`src/rtl/wrr_prio_table_if.sv`:
```
// Interface bundle for the WRR weight table / credit engine.
// master = software+arbiter side, slave = wrr_prio_table.
interface wrr_prio_table_if #(
  parameter int NUM_REQ = 24,
  parameter int ID_W    = 5,
  parameter int PRIO_W  = 4
);
  logic               prio_upt;
  logic [ID_W-1:0]    prio_id;
  logic [PRIO_W-1:0]  prio;
  logic               commit;
  logic [NUM_REQ-1:0] req;
  logic               grant_vld;
  logic [ID_W-1:0]    grant_id;
  logic [NUM_REQ-1:0] eligible;
  logic               round_start;
  logic               commit_pend;
  logic               upt_err;
  logic               grant_err;

  modport master (
    output prio_upt, prio_id, prio, commit,
    output req, grant_vld, grant_id,
    input  eligible, round_start, commit_pend,
    input  upt_err, grant_err
  );

  modport slave (
    input  prio_upt, prio_id, prio, commit,
    input  req, grant_vld, grant_id,
    output eligible, round_start, commit_pend,
    output upt_err, grant_err
  );
endinterface

```
`src/rtl/wrr_prio_table.sv`:
```
// WRR weight store: shadow/active weight tables and per-requester credits.
// Ports: clk, rst (async active-low), bus (slave: writes, commit, req, grants -> eligible, status pulses).
module wrr_prio_table #(
  parameter int NUM_REQ      = 24,
  parameter int ID_W         = 5,
  parameter int PRIO_W       = 4,
  parameter int DEFAULT_PRIO = 1
) (
  input logic          clk,
  input logic          rst,
  wrr_prio_table_if.slave bus
);
  localparam logic [ID_W:0]     LP_NREQ = (ID_W+1)'(NUM_REQ);
  localparam logic [PRIO_W-1:0] LP_DEF  = PRIO_W'(DEFAULT_PRIO);
  localparam logic [PRIO_W-1:0] LP_ONE  = PRIO_W'(1);

  logic [PRIO_W-1:0] r_shadow [NUM_REQ];
  logic [PRIO_W-1:0] r_active [NUM_REQ];
  logic [PRIO_W-1:0] r_credit [NUM_REQ];
  logic              r_pend;
  logic              r_rs;
  logic              r_uerr;
  logic              r_gerr;

  logic [NUM_REQ-1:0] w_nz;
  logic [NUM_REQ-1:0] w_hit;
  logic [NUM_REQ-1:0] w_elig;
  logic               w_reload;
  logic               w_upt_ok;
  logic               w_gnt_ok;
  logic               w_apply;

  always_comb begin
    w_nz  = '0;
    w_hit = '0;
    for (int i = 0; i < NUM_REQ; i++) begin
      w_nz[i]  = (r_credit[i] != '0);
      w_hit[i] = (bus.grant_id == ID_W'(i));
    end
  end

  assign w_elig   = bus.req & w_nz;
  assign w_reload = ~|w_elig;
  assign w_apply  = w_reload & r_pend;
  assign w_upt_ok = ({1'b0, bus.prio_id} < LP_NREQ);
  // Out-of-range ids never hit; a reload cycle has no valid grant.
  assign w_gnt_ok = bus.grant_vld & ~w_reload & |(w_hit & w_nz);

  always_ff @(posedge clk or negedge rst) begin
    if (!rst) begin
      for (int i = 0; i < NUM_REQ; i++) begin
        r_shadow[i] <= LP_DEF;
        r_active[i] <= LP_DEF;
        r_credit[i] <= LP_DEF;
      end
      r_pend <= 1'b0;
      r_rs   <= 1'b0;
      r_uerr <= 1'b0;
      r_gerr <= 1'b0;
    end else begin
      r_rs   <= w_reload;
      r_uerr <= bus.prio_upt & ~w_upt_ok;
      r_gerr <= bus.grant_vld & ~w_gnt_ok;
      // A commit arriving on the applying boundary merges into it.
      if (w_apply)
        r_pend <= 1'b0;
      else if (bus.commit)
        r_pend <= 1'b1;
      for (int i = 0; i < NUM_REQ; i++) begin
        if (bus.prio_upt && bus.prio_id == ID_W'(i))
          r_shadow[i] <= bus.prio;
        if (w_apply)
          r_active[i] <= r_shadow[i];
        if (w_reload)
          r_credit[i] <= r_pend ? r_shadow[i] : r_active[i];
        else if (w_gnt_ok && w_hit[i])
          r_credit[i] <= r_credit[i] - LP_ONE;
      end
    end
  end

  assign bus.eligible    = w_elig;
  assign bus.round_start = r_rs;
  assign bus.commit_pend = r_pend;
  assign bus.upt_err     = r_uerr;
  assign bus.grant_err   = r_gerr;
endmodule

```
`src/flat_wrapper.sv`:
```
// flat-port wrapper written by rule: the top's interface ports become plain ports
module wrr_prio_table_flat 
#(
  parameter int NUM_REQ      = 24,
  parameter int ID_W         = 5,
  parameter int PRIO_W       = 4,
  parameter int DEFAULT_PRIO = 1
)
  (clk, rst, bus_prio_upt, bus_prio_id, bus_prio, bus_commit, bus_req, bus_grant_vld, bus_grant_id, bus_eligible, bus_round_start, bus_commit_pend, bus_upt_err, bus_grant_err);
  wrr_prio_table_if #(.NUM_REQ(NUM_REQ), .ID_W(ID_W), .PRIO_W(PRIO_W)) bus_i ();
  input logic clk;
  input logic rst;
  input wire logic [$bits(bus_i.prio_upt)-1:0] bus_prio_upt;
  input wire logic [$bits(bus_i.prio_id)-1:0] bus_prio_id;
  input wire logic [$bits(bus_i.prio)-1:0] bus_prio;
  input wire logic [$bits(bus_i.commit)-1:0] bus_commit;
  input wire logic [$bits(bus_i.req)-1:0] bus_req;
  input wire logic [$bits(bus_i.grant_vld)-1:0] bus_grant_vld;
  input wire logic [$bits(bus_i.grant_id)-1:0] bus_grant_id;
  output wire logic [$bits(bus_i.eligible)-1:0] bus_eligible;
  output wire logic [$bits(bus_i.round_start)-1:0] bus_round_start;
  output wire logic [$bits(bus_i.commit_pend)-1:0] bus_commit_pend;
  output wire logic [$bits(bus_i.upt_err)-1:0] bus_upt_err;
  output wire logic [$bits(bus_i.grant_err)-1:0] bus_grant_err;
  assign bus_i.prio_upt = bus_prio_upt;
  assign bus_i.prio_id = bus_prio_id;
  assign bus_i.prio = bus_prio;
  assign bus_i.commit = bus_commit;
  assign bus_i.req = bus_req;
  assign bus_i.grant_vld = bus_grant_vld;
  assign bus_i.grant_id = bus_grant_id;
  assign bus_eligible = bus_i.eligible;
  assign bus_round_start = bus_i.round_start;
  assign bus_commit_pend = bus_i.commit_pend;
  assign bus_upt_err = bus_i.upt_err;
  assign bus_grant_err = bus_i.grant_err;
  wrr_prio_table #(.NUM_REQ(NUM_REQ), .ID_W(ID_W), .PRIO_W(PRIO_W), .DEFAULT_PRIO(DEFAULT_PRIO)) u_core (.clk(clk), .rst(rst), .bus(bus_i));
endmodule
```
`config.mk`:
```
export PLATFORM = sky130hd
export DESIGN_NAME = wrr_prio_table_flat
export DESIGN_NICKNAME = d
export VERILOG_FILES = /design/src/rtl/wrr_prio_table_if.sv /design/src/rtl/wrr_prio_table.sv /design/src/flat_wrapper.sv
export SDC_FILE = /design/constraint.sdc
export NUM_CORES = 1
export LEC_CHECK = 0
export ABC_AREA = 1
export ABC_CLOCK_PERIOD_IN_PS = 4750
export CAP_MARGIN = 5
export CORE_UTILIZATION = 62
export CTS_CLUSTER_SIZE = 28
export DETAILED_ROUTE_END_ITERATION = 8
export GPL_TIMING_DRIVEN = 0
export PLACE_DENSITY = 0.91
export SYNTH_ARGS = -nofsm -noshare
export SYNTH_HDL_FRONTEND = slang
export SYNTH_SLANG_ARGS = --single-unit
```
`constraint.sdc`:
```
create_clock -name clk -period 4.75 [get_ports clk]
set_input_delay 0.95 -clock clk [delete_from_list [all_inputs] [get_ports clk]]
set_output_delay 0.95 -clock clk [all_outputs]
set_load 0.03 [all_outputs]
```
; ---- Word level (Yosys, flattened, before mapping)
; Cells that the tools add are included.
[op_classes]
addsub = 24
n_lt_le_gt_ge = 1
n_eq_ne = 70
muxes = 74
bitwise_logic = 9
n_reduce_logical = 78
[ops]
columns = op, n
row1 = 4-bit 2-to-1 mux, 72
row2 = 4-bit nonzero test, 24
row3 = "4-bit by 1-bit subtractor with 4-bit output, second input constant", 24
row4 = "5-bit by 4-bit equality test with 1-bit output, second input constant", 16
row5 = "5-bit equality test, second input constant", 16
row6 = 24-bit AND, 2
row7 = 1-bit logical AND, 48
row8 = "2-bit != test, second input constant", 24
row9 = 24-bit OR reduction, 2
row10 = "5-bit by 3-bit equality test with 1-bit output, second input constant", 8
row11 = "5-bit by 2-bit equality test with 1-bit output, second input constant", 4
row12 = "5-bit by 1-bit equality test with 1-bit output, second input constant", 2
row13 = 5-bit zero test, 2
row14 = 1-bit AND, 5
row15 = "5-bit < comparator, second input constant", 1
row16 = 1-bit 2-to-1 mux, 2
row17 = 1-bit NOT, 2
row18 = 2-bit nonzero test, 1
row19 = 1-bit zero test, 1
[word_totals]
regBits = 292
inputBits = 43
out_inout_bits = 28

; ---- Logic depth before layout (Yosys ltp)
; Gate-level depths: netlist of the first run.
[depth]
ltp_word = 8
ltp_mapped = 16

; ---- Worst setup path before layout of the first run
; OpenSTA, ideal clock, no wires.
[synth_path]
kind = input-to-reg
from = in bus_grant_id[0]
to = reg u_core.r_credit[90] in the netlist's numbering
t_arrival_ps = 2305
slack_ps = 2379
stages = 14
path_buffers = 1
cell_sequence = nor2_1 > nand2_1 > nor2_1 > nand2_1 > nand2_1 > nor2_1 > nand2_1 > nor2_1 > nand2_4 > buf_6 > nand3_2 > nand2_2 > nand2_1 > nand2_1
[synth_via]
elab_chain_cells = 6
[synth_lines]
columns = item, line
row1 = from (decl), flat_wrapper.sv:19  ; input wire logic [$bits(bus_i.grant_id)-1:0] bus_grant_id;
row2 = 5-bit by 1-bit equality test with 1-bit output (tied with other cells), wrr_prio_table.sv:38  ; w_hit[i] = (bus.grant_id == ID_W'(i));
row3 = 24-bit AND, wrr_prio_table.sv:47  ; assign w_gnt_ok = bus.grant_vld & ~w_reload & |(w_hit & w_nz);
row4 = 24-bit OR reduction, wrr_prio_table.sv:47
row5 = 1-bit AND, wrr_prio_table.sv:47
row6 = 1-bit logical AND (*), wrr_prio_table.sv:76  ; else if (w_gnt_ok && w_hit[i])
row7 = 2-bit != test (no line) (*), n/a
row8 = "to (signal, indexed assignment)", wrr_prio_table.sv:75  ; r_credit[i] <= r_pend ? r_shadow[i] : r_active[i];
row9 = "to (signal, indexed assignment)", wrr_prio_table.sv:77  ; r_credit[i] <= r_credit[i] - LP_ONE;
row10 = to (decl), wrr_prio_table.sv:19  ; logic [PRIO_W-1:0] r_credit [NUM_REQ];
; Every way passes the cells marked *; elsewhere a longest branch is shown, timed or not.
; A chain may end at the register's enable or synchronous reset.

; ---- Worst setup path in the final report of the first run
[layout_path]
from = reg u_core.r_credit[44] in the netlist's numbering
to = out bus_eligible[12]
[layout_via]
elab_chain_cells = 2
[layout_lines]
columns = item, line
row1 = 4-bit nonzero test, wrr_prio_table.sv:37  ; w_nz[i] = (r_credit[i] != '0);
row2 = 24-bit AND, wrr_prio_table.sv:42  ; assign w_elig = bus.req & w_nz;
row3 = to (decl), flat_wrapper.sv:20  ; output wire logic [$bits(bus_i.eligible)-1:0] bus_eligible;
; No other way between the ends.

==> impl_metrics.tcl, run 1 <==
set metrics [dict create \
    outcome "finished clean" \
    synth_compound_area_share_pct 11.1 \
    synth_xor_area_share_pct 2.74 \
    syn_area_mm2 0.0153 \
    die_w_um 159 \
    synth-seq-cells 292 \
    dp_hpwl_um 32000 \
    grt_pass1_vias 14200 \
    root_buffer "clkbuf_16" \
    drv_slew 0 \
    synth_cells 1992 \
    via_per_inst 6.11 \
    io_buffers 70 \
    ctsLongestPathBuffers 3 \
    cts-hold-fix-buffers 0 \
    die_area_mm2 0.0254 \
    cts-htree-levels 1 \
    place_ws_ps 1310 \
    track_usage_pct 36.6 \
    synth_commonest_cells "nand2_1 (675), o21ai_0 (324), dfrtp_1 (220)" \
    synth_edf_count 0 \
    antenna_found_initial 1 \
    tightest_slew_ps 1010 \
    worstSkewPairLatency_ps 560 \
    setup_ws_ps 1320 \
    rsz0062_at_grt "no" \
    finalClockSkew_ps 29.5 \
    routed_wl_um 46400 \
    synth_ff_type "dfrtp_1" \
    clock.fmax_ghz 0.292 \
    postRouteAntennaNets 0 \
    reg2reg_slack_ps 1680 \
    firstDrtPassIters 6 \
    finalCriticalPeriod_ps 3430 \
    vias 14900 \
    clkSinkCount 292 \
    synth.avg_cell_area_um2 7.70 \
    cap_violations 0 \
    r2r.worst_path.cells 12 \
    syn2layout_area_growth_pct 14.2 \
    grt_first_pass_wirelength_um 73600 \
    path_max_fanout 3 \
    ys_seq_area_share_pct 48.2 \
    cts_setup_buffers 0 \
    cp.arrival_ps 2480 \
    clk_pin_slew_ps 70 \
    cts_made_buffers 30 \
    drive_gt1_share_pct 10.0 \
    syn_nets 2059 \
    required_ps 3800 \
    p_leak_nw 8.22 \
    core.rowCount 57 \
    grt_max_degree 109 \
    setup_viol 0 \
    power.density_mw_per_mm2 522 \
    cts_tree "done" \
    io_pins 71 \
    min_period_over_period_pct 72.2 \
    postLayoutCoreUtil_pct 72.1 \
    r2r_start "u_core.r_credit[81]" \
    synth_top_family_by_area "simple AND/OR/NAND/NOR gates" \
    ctsResizeCount 0 \
    muxShareOfSynthArea_pct 0 \
    critPathKind "register to primary output" \
    overflow 0 \
    antenna_cells 0 \
    dr.first_iter.drc_count 2322 \
    route.detailed.drc 0 \
    netlist.area_leader.share_pct 35.9 \
    synth_fa_ha_area_share_pct 1.96 \
    fin_nets 2163 \
    ir_drop_v 0.000310 \
    hold_viol 0 \
    yosysMostFrequentCell "nand2_1" \
    die_y_um 159 \
    yosys_warnings 0 \
    end_kind "primary output" \
    critPathLaunchType "register" \
    hold_path.class "input port to async pin" \
    synthSimpleGateAreaFrac_pct 27.5 \
    ys_async_sr_fraction_pct 100 \
    wl_per_cell_um 19.0 \
    gp_congestion 0.980 \
    start_util_pct 63.1 \
    r2r_end "u_core.r_credit[89]" \
    slew_headroom_pct 31.9 \
    ys_types 30 \
    synth_area_leader_cell "dfrtp_1" \
    synth.area.top_cells "dfrtp_1 (36%), nand2_1 (17%), dfstp_2 (12%)" \
    fillerInstances 1637 \
    core_mm2 0.0243 \
]
[placed cells by master, fill, tap and decap left out, types with 13 or more instances in the layout]
cell type / n
inv_2: 13
nand2_1: 675
o21ai_0: 324
nand3_4: 14
nand3_1: 184
nand4_1: 28
xnor2_1: 24
clkbuf_1: 51
dfstp_2: 72
buf_2: 24
dfrtp_1: 220
xor2_1: 24
clkbuf_16: 31
clkdlybuf4s50_1: 69
nor2_1: 42
ha_1: 24
inv_1: 217
[worst max-delay path: stages, from the launching register on]
cell and delay (ps):
dfstp_2 550, inv_1 60, ha_1 220, nand3_1 260, nand2_1 120, inv_1 70
clkdlybuf4s50_1 650
[routing by layer]
layer,up-vias,global-route usage [%],wire [um]
li1,6595,-,-
met1,6977,47.9,17000
met2,1132,57.4,20900
met3,222,8.36,6060
met4,2,18.9,2430
met5,-,0,13
[registers in the layout, indices dropped and copies added, names as in the netlist]
name and count:
u_core.bus.upt_err 1, u_core.r_credit 96, u_core.bus.commit_pend 1, u_core.r_active 96, u_core.bus.round_start 1, u_core.r_shadow 96, u_core.bus.grant_err 1
[area by class of cell]
type	instances	area, um2	share of cell area (%)
plain buffers	87	420	2.40
clock buffers	40	850	4.85
clock inverters	16	169	0.963
inverters	232	871	4.97
multi-input cells	1381	6660	38.0
flip-flops and latches	292	7400	42.2
well taps	324	405	2.31
repair buffers	72	761	4.34
[kinds of logic (layout without fill, tap and decap cells)]
group / after synthesis / after routing
buffers and inverters: 319 / 447
DFF: 292 / 292
AOI/OAI and AO/OA: 339 / 339
adders and majority gates: 24 / 24
and+or+nand+nor: 970 / 970
xor gates and xnor gates: 48 / 48
[stage by stage]
step	total power, mW	hold slack [ps]	TNS [ps]	cells	area, um2
floorplan	5.66	453	0	1992	15300
global placement	6.40	467	-2477930	2386	16500
detailed placement	6.55	473	0	2388	16500
CTS	9.04	435	0	2444	17500
global route	9.60	440	0	2444	17500
finish	9.14	387	0	2444	17500
[power by group]
part	total [mW]	internal (mW)	leakage [nW]	switching (mW)
combinational	3.16	1.26	4.07	1.90
sequential	3.54	3.12	3.66	0.421
clock	2.45	1.42	0.495	1.03
total	9.14	5.80	8.22	3.34
[worst max-delay path by stage]
stage / from / end / slack (ps) / cells after the start
final: u_core.r_credit[44] / bus_eligible[12] / 1320 / 6
after global routing: u_core.r_credit[44] / bus_eligible[12] / 1280 / 6
after CTS: u_core.r_credit[44] / bus_eligible[12] / 1350 / 6
after detailed placement: bus_req[3] / u_core.r_credit[85] / 1310 / 10
after global placement: rst / u_core.r_shadow[17] / -9430 / 1
after floorplan: bus_grant_id[0] / u_core.r_credit[90] / 2380 / 14
No activity file was read; power rests on OpenSTA's default activity.
==> inputs of run 2 (changes only) <==
Settings changed: ABC_CLOCK_PERIOD_IN_PS 4750 to 3400, CORE_UTILIZATION 62 to 61, PLACE_DENSITY 0.91 to 0.89.
Clock period 4.75 ns to 3.4 ns, I/O delays scaled along.
==> impl_metrics.tcl, run 2 (same netlist as run 1, synthesis figures left out) <==
set metrics [dict create \
    syn2layout_area_growth_pct 14.7 \
    outcome "finished clean" \
    dp_hpwl_um 32700 \
    cp_num_buf_inv 3 \
    antenna_found_initial 0 \
    gp_congestion 0.952 \
    drv_slew 0 \
    max_stage_delay_ps 650 \
    required_ps 2720 \
    fillerInstances 1676 \
    r2r.worst_path.cells 12 \
    finalClockSkew_ps 17.5 \
    layout_commonest_cell "nand2_1" \
    power.density_mw_per_mm2 736 \
    use_met2_pct 57.8 \
    cp_cell_sequence "inv_1 -> ha_1 -> nand3_1 -> nand2_1 -> inv_1 -> clkdlybuf4s50_1" \
    ctsLongestPathBuffers 3 \
    cap_violations 0 \
    grt_first_pass_wirelength_um 74300 \
    crit_family "buffers and inverters" \
    cts_tree "done" \
    start_util_pct 62.7 \
    root_buffer "clkbuf_16" \
    wl_per_cell_um 19.3 \
    cts_setup_buffers 0 \
    setup_ws_ps 255 \
    r2r_end "u_core.r_credit[82]" \
    tightest_slew_ps 1000 \
    critPathLaunchType "register" \
    grtUsageMet1_pct 48.3 \
    postRouteAntennaNets 0 \
    cts-hold-fix-buffers 0 \
    place_ws_ps 212 \
    die_y_um 161 \
    grt_pass1_vias 14200 \
    r2r_start "u_core.r_credit[61]" \
    vias 14700 \
    core.rowCount 57 \
    ctsResizeCount 0 \
    path_max_fanout 3 \
    seqCellArea_mm2 0.00740 \
    switchingPower_mw 4.72 \
    ir_drop_v 0.000538 \
    p_clk_share_pct 27.8 \
    critPathSlowestCell "clkdlybuf4s50_1" \
    antenna_cells 0 \
    hold_path.class "input port to async pin" \
    critPathKind "register to primary output" \
    cp.arrival_ps 2470 \
    worstSkewPairLatency_ps 580 \
    io_pins 71 \
    grt_max_degree 116 \
    reg_top3 "u_core.r_active x96, u_core.r_credit x96, u_core.r_shadow x96" \
    comb_power_share_pct 34.0 \
    core_mm2 0.0245 \
    final_cell_mix "nand2_1 (675), o21ai_0 (324), dfrtp_1 (220)" \
    overflow 0 \
    internal_power_mw 8.24 \
    route.detailed.drc 0 \
    power.total_mw 13.0 \
    end_kind "primary output" \
    min_period_over_period_pct 92.5 \
    clock.fmax_ghz 0.318 \
    reg2reg_slack_ps 320 \
    p_seq_share_pct 38.2 \
    firstDrtPassIters 8 \
    io_buffers 70 \
    p_leak_nw 8.26 \
    track_usage_pct 36.9 \
    cts-htree-levels 1 \
    clk_pin_slew_ps 60 \
    dr.first_iter.drc_count 1962 \
    die_w_um 161 \
    cts_made_buffers 31 \
    grt_busiest_layer "met2" \
    cp_common_cell "inv_1" \
    routed_wl_um 47100 \
    die_area_mm2 0.0258 \
    fin_nets 2164 \
    hold_viol 0 \
    drive_gt1_share_pct 10.3 \
    finalCriticalPeriod_ps 3150 \
    via_per_inst 6.02 \
    grtUsageMet3_pct 8.96 \
    setup_viol 0 \
    slew_headroom_pct 32.8 \
    swShare_pct 36.4 \
    clkSinkCount 292 \
    rsz0062_at_grt "no" \
    multi_input_area_mm2 0.00666 \
]
run 2: power by group through the flow:
stage	registers, mW	logic, mW	clock network (mW)
detailed placement	4.94	4.22	0
global placement	4.91	4.02	0
CTS	4.91	4.32	3.58
global route	5.02	4.89	3.72
finish	4.95	4.40	3.61
floorplan	4.80	3.11	0
run 2: how the worst max path moves through the flow:
stage | cells after the start | endpoint | startpoint | slack (ps)
after detailed placement | 9 | u_core.r_credit[79] | bus_req[5] | 210
after floorplan | 14 | u_core.r_credit[90] | bus_grant_id[0] | 1300
after global routing | 6 | bus_eligible[19] | u_core.r_credit[16] | 190
final | 6 | bus_eligible[12] | u_core.r_credit[44] | 250
after CTS | 6 | bus_eligible[12] | u_core.r_credit[44] | 270
after global placement | 1 | u_core.r_credit[74] | rst | -10630
run 2: worst reg2reg max path: cells and delay by family, from the launching register on:
kind	cells	cell delay, ps
flops	1	380
fa+ha+maj	1	180
compound gates	1	200
simple gates	7	1460
buf+inv	3	760
run 2: through the flow:
stage,instances,TNS (ps),instance area [um2],utilization [%],hold WS [ps]
floorplan,1992,0,15300,-,384
global placement,2386,-2825650,16500,67.3,468
detailed placement,2388,0,16500,67.5,473
CTS,2446,0,17600,72.0,200
global route,2446,0,17600,72.0,232
finish,2446,0,17600,72.0,134
run 2: metal layers:
layer | wire length (um) | vias up | part of all wire, %
met4 | 2320 | 0 | 4.9
met5 | 0 | - | 0
met2 | 21300 | 997 | 45
met1 | 17900 | 6941 | 38
li1 | - | 6584 | -
met3 | 5650 | 213 | 12
run 2: layout make-up:
type	count	share of cell area, %
Clock inverter	24	1.55
Multi-Input combinational cell	1381	37.8
Sequential cell	292	42.0
Tap cell	324	2.30
Inverter	232	4.95
Clock buffer	34	4.64
Timing Repair Buffer	72	4.32
Buffer	87	2.39
==> inputs of run 3 (changes only) <==
Settings changed: ABC_CLOCK_PERIOD_IN_PS 3400 to unset.
==> results of run 3 <==
No change in the layout: final DEF, timing and power equal those of run 2.
==> edit (settings of run 2) <==
Reset style: synchronous (`rst`), changed in one clocked block. Comments in the files are not updated.
--- a/src/rtl/wrr_prio_table.sv
+++ b/src/rtl/wrr_prio_table.sv
@@ -46,7 +46,7 @@
   // Out-of-range ids never hit; a reload cycle has no valid grant.
   assign w_gnt_ok = bus.grant_vld & ~w_reload & |(w_hit & w_nz);
 
-  always_ff @(posedge clk or negedge rst) begin
+  always_ff @(posedge clk) begin
     if (!rst) begin
       for (int i = 0; i < NUM_REQ; i++) begin
         r_shadow[i] <= LP_DEF;
Behaviour: differs if rst is asserted again (counterexample within 4 cycles, from zero or initial values and one cycle with rst low); with rst held inactive, the same outputs for 4 cycles.
==> edit against run 2 <==
Fmax down 4.6%; worst hold slack better by 0.40 ns; largest cell class unchanged; setup slack worse by 0.15 ns; non-clock buffer count down 32; design area up 0.33%; clock skew down 0.00074 ns; sequential cell count unchanged; wire length down 12%; register-to-register slack worse by 0.22 ns; synthesized area up 0.73%.
Power is not compared: it rests on default switching activity, and its combinational part moved more than twofold at a synthesized area within 25%.
==> edit: results (changes against run 2) <==
outcome:
  status: "finished, final reports clean"
timing:
  finClkSkew_ns: 0.0167  # -0.000744 ns
  worst_slew_pin_slew_ns: 0.973  # -0.0264 ns
  fin_hold_ws_ns: 0.534  # +0.401 ns
  worst_slack_ns: 0.103  # -0.152 ns
routing:
  drt-wirelength-per-cell_um: 18.6  # -3.3%
  met3WireLength_um: 5030  # -11%
  drtIter0Drc: 1736  # -12%
  routed_via_density: 5.69  # -5.5%
  routed_wl_um: 41400  # -12%
  wl_met1_um: 15500  # -13%
  wl_met2_um: 19200  # -9.4%
  drt_first_pass_iters: 8  # unchanged
clock_network:
  cts_buffers: 29  # -6.5%
  clk_latency_ns: 0.56  # -0.02 ns
  clkTransAtPathRegs_ns: 0.07
  cts_max_path_buffers: 3  # unchanged
placed_design:
  place_area_um2: 16600  # +0.81%
  place_inst: 2169  # -9.2%
  hpwl_um: 29800  # -9.0%
  gp_congestion: 0.940  # -1.2%
  pre_cts_slack_ns: -0.511  # -0.724 ns
hold_path:
  hp-start: "u_core.r_shadow[1][8]$_SDFFCE_PN1P_"
  holdCritPathClass: "reg2reg"
  worstHoldEndpoint: "u_core.r_active[1][8]$_SDFFCE_PN1P_"
synthesis:
  syn-num-nets: 1839  # -11%
  synthAdderAreaFrac: 0.0194  # -0.000141
  async_flop_share: 0  # -1.00
  yosys_warnings: 0  # unchanged
  muxShareOfSynthArea: 0.00777  # +0.00777
  synth.area.top_cells: "edfxtp_1, nand2_1, inv_1, nor2_1, nand3_1"
  ys_seq_area_frac: 0.565  # +0.0826
  synth-compound-area-share: 0.0226  # -0.0889
  synth_edf_count: 288  # +288
  syn_inst: 1772  # -11%
  synthTopCellsByCount: "nand2_1, inv_1, nor2_1"
  synthDistinctLibCells: 33  # +10%
  synth_xor_area_frac: 0.0272  # -0.000197
critical_path:
  slowest_stage: "clkbuf_1"
  critPathCapture: "u_core.r_credit[0][5]$_SDFFCE_PN0P_"
  critPathTopFamily: "simple AND/OR/NAND/NOR gates"
  worst_path_largest_cell_delay_ns: 0.56  # -0.09 ns
  reg2reg_from: "u_core.r_credit[0][56]$_SDFFCE_PN1P_"
  worstPathMaxFanout: 10  # +7
  cp.arrival_ns: 3.62  # +1.15 ns
  critPathKind: "reg2reg"
  reg2reg_depth: 16  # +4
global_route:
  antenna_found_initial: 0  # unchanged
  grt_max_degree: 27  # -77%
  gr-usage-met1: 0.432  # -0.0514
  grt_pass1_vias: 12100  # -15%
  grt_first_pass_wirelength_um: 64000  # -14%
  met2_usage: 0.520  # -0.0581
  gr-usage-met3: 0.0609  # -0.0288
  grt_util_all_layers: 0.321  # -0.0476
cells_and_area:
  n_antenna_cell: 0  # unchanged
  drive_gt1_frac: 0.0716  # -0.0316
  nets: 1945  # -10%
power_and_ir_drop:
  ir_drop_v: 0.000350
[edit: final cells by class]
class,instances,area (um2)
Multi-Input combinational cell,1081,5220
Clock inverter,21,251
Inverter,347,1300
Timing Repair Buffer,74,783
Tap cell,324,405
Sequential cell,292,8730
Clock buffer,32,737
Fill cell,1588,6940
Buffer,53,231
[edit: timing repair]
| action | CTS | global route |
|---|---|---|
| pin swaps | 1 | 1 |
| endpoints found under the setup margin | 51 | 69 |
| hold buffers | 0 | 0 |
| setup buffers | 0 | 1 |
| cloned | 1 | 0 |
| resized for setup | 1 | 6 |
[edit: power by group through the flow]
stage | clock network (mW) | registers (mW) | logic (mW)
5_1_grt | 3.48 | 4.25 | 0.964
3_5_place_dp | 0 | 4.31 | 0.853
6_report | 3.38 | 4.23 | 0.893
3_3_place_gp | 0 | 4.29 | 0.805
4_1_cts | 3.33 | 4.23 | 0.872
2_1_floorplan | 0 | 4.29 | 0.539
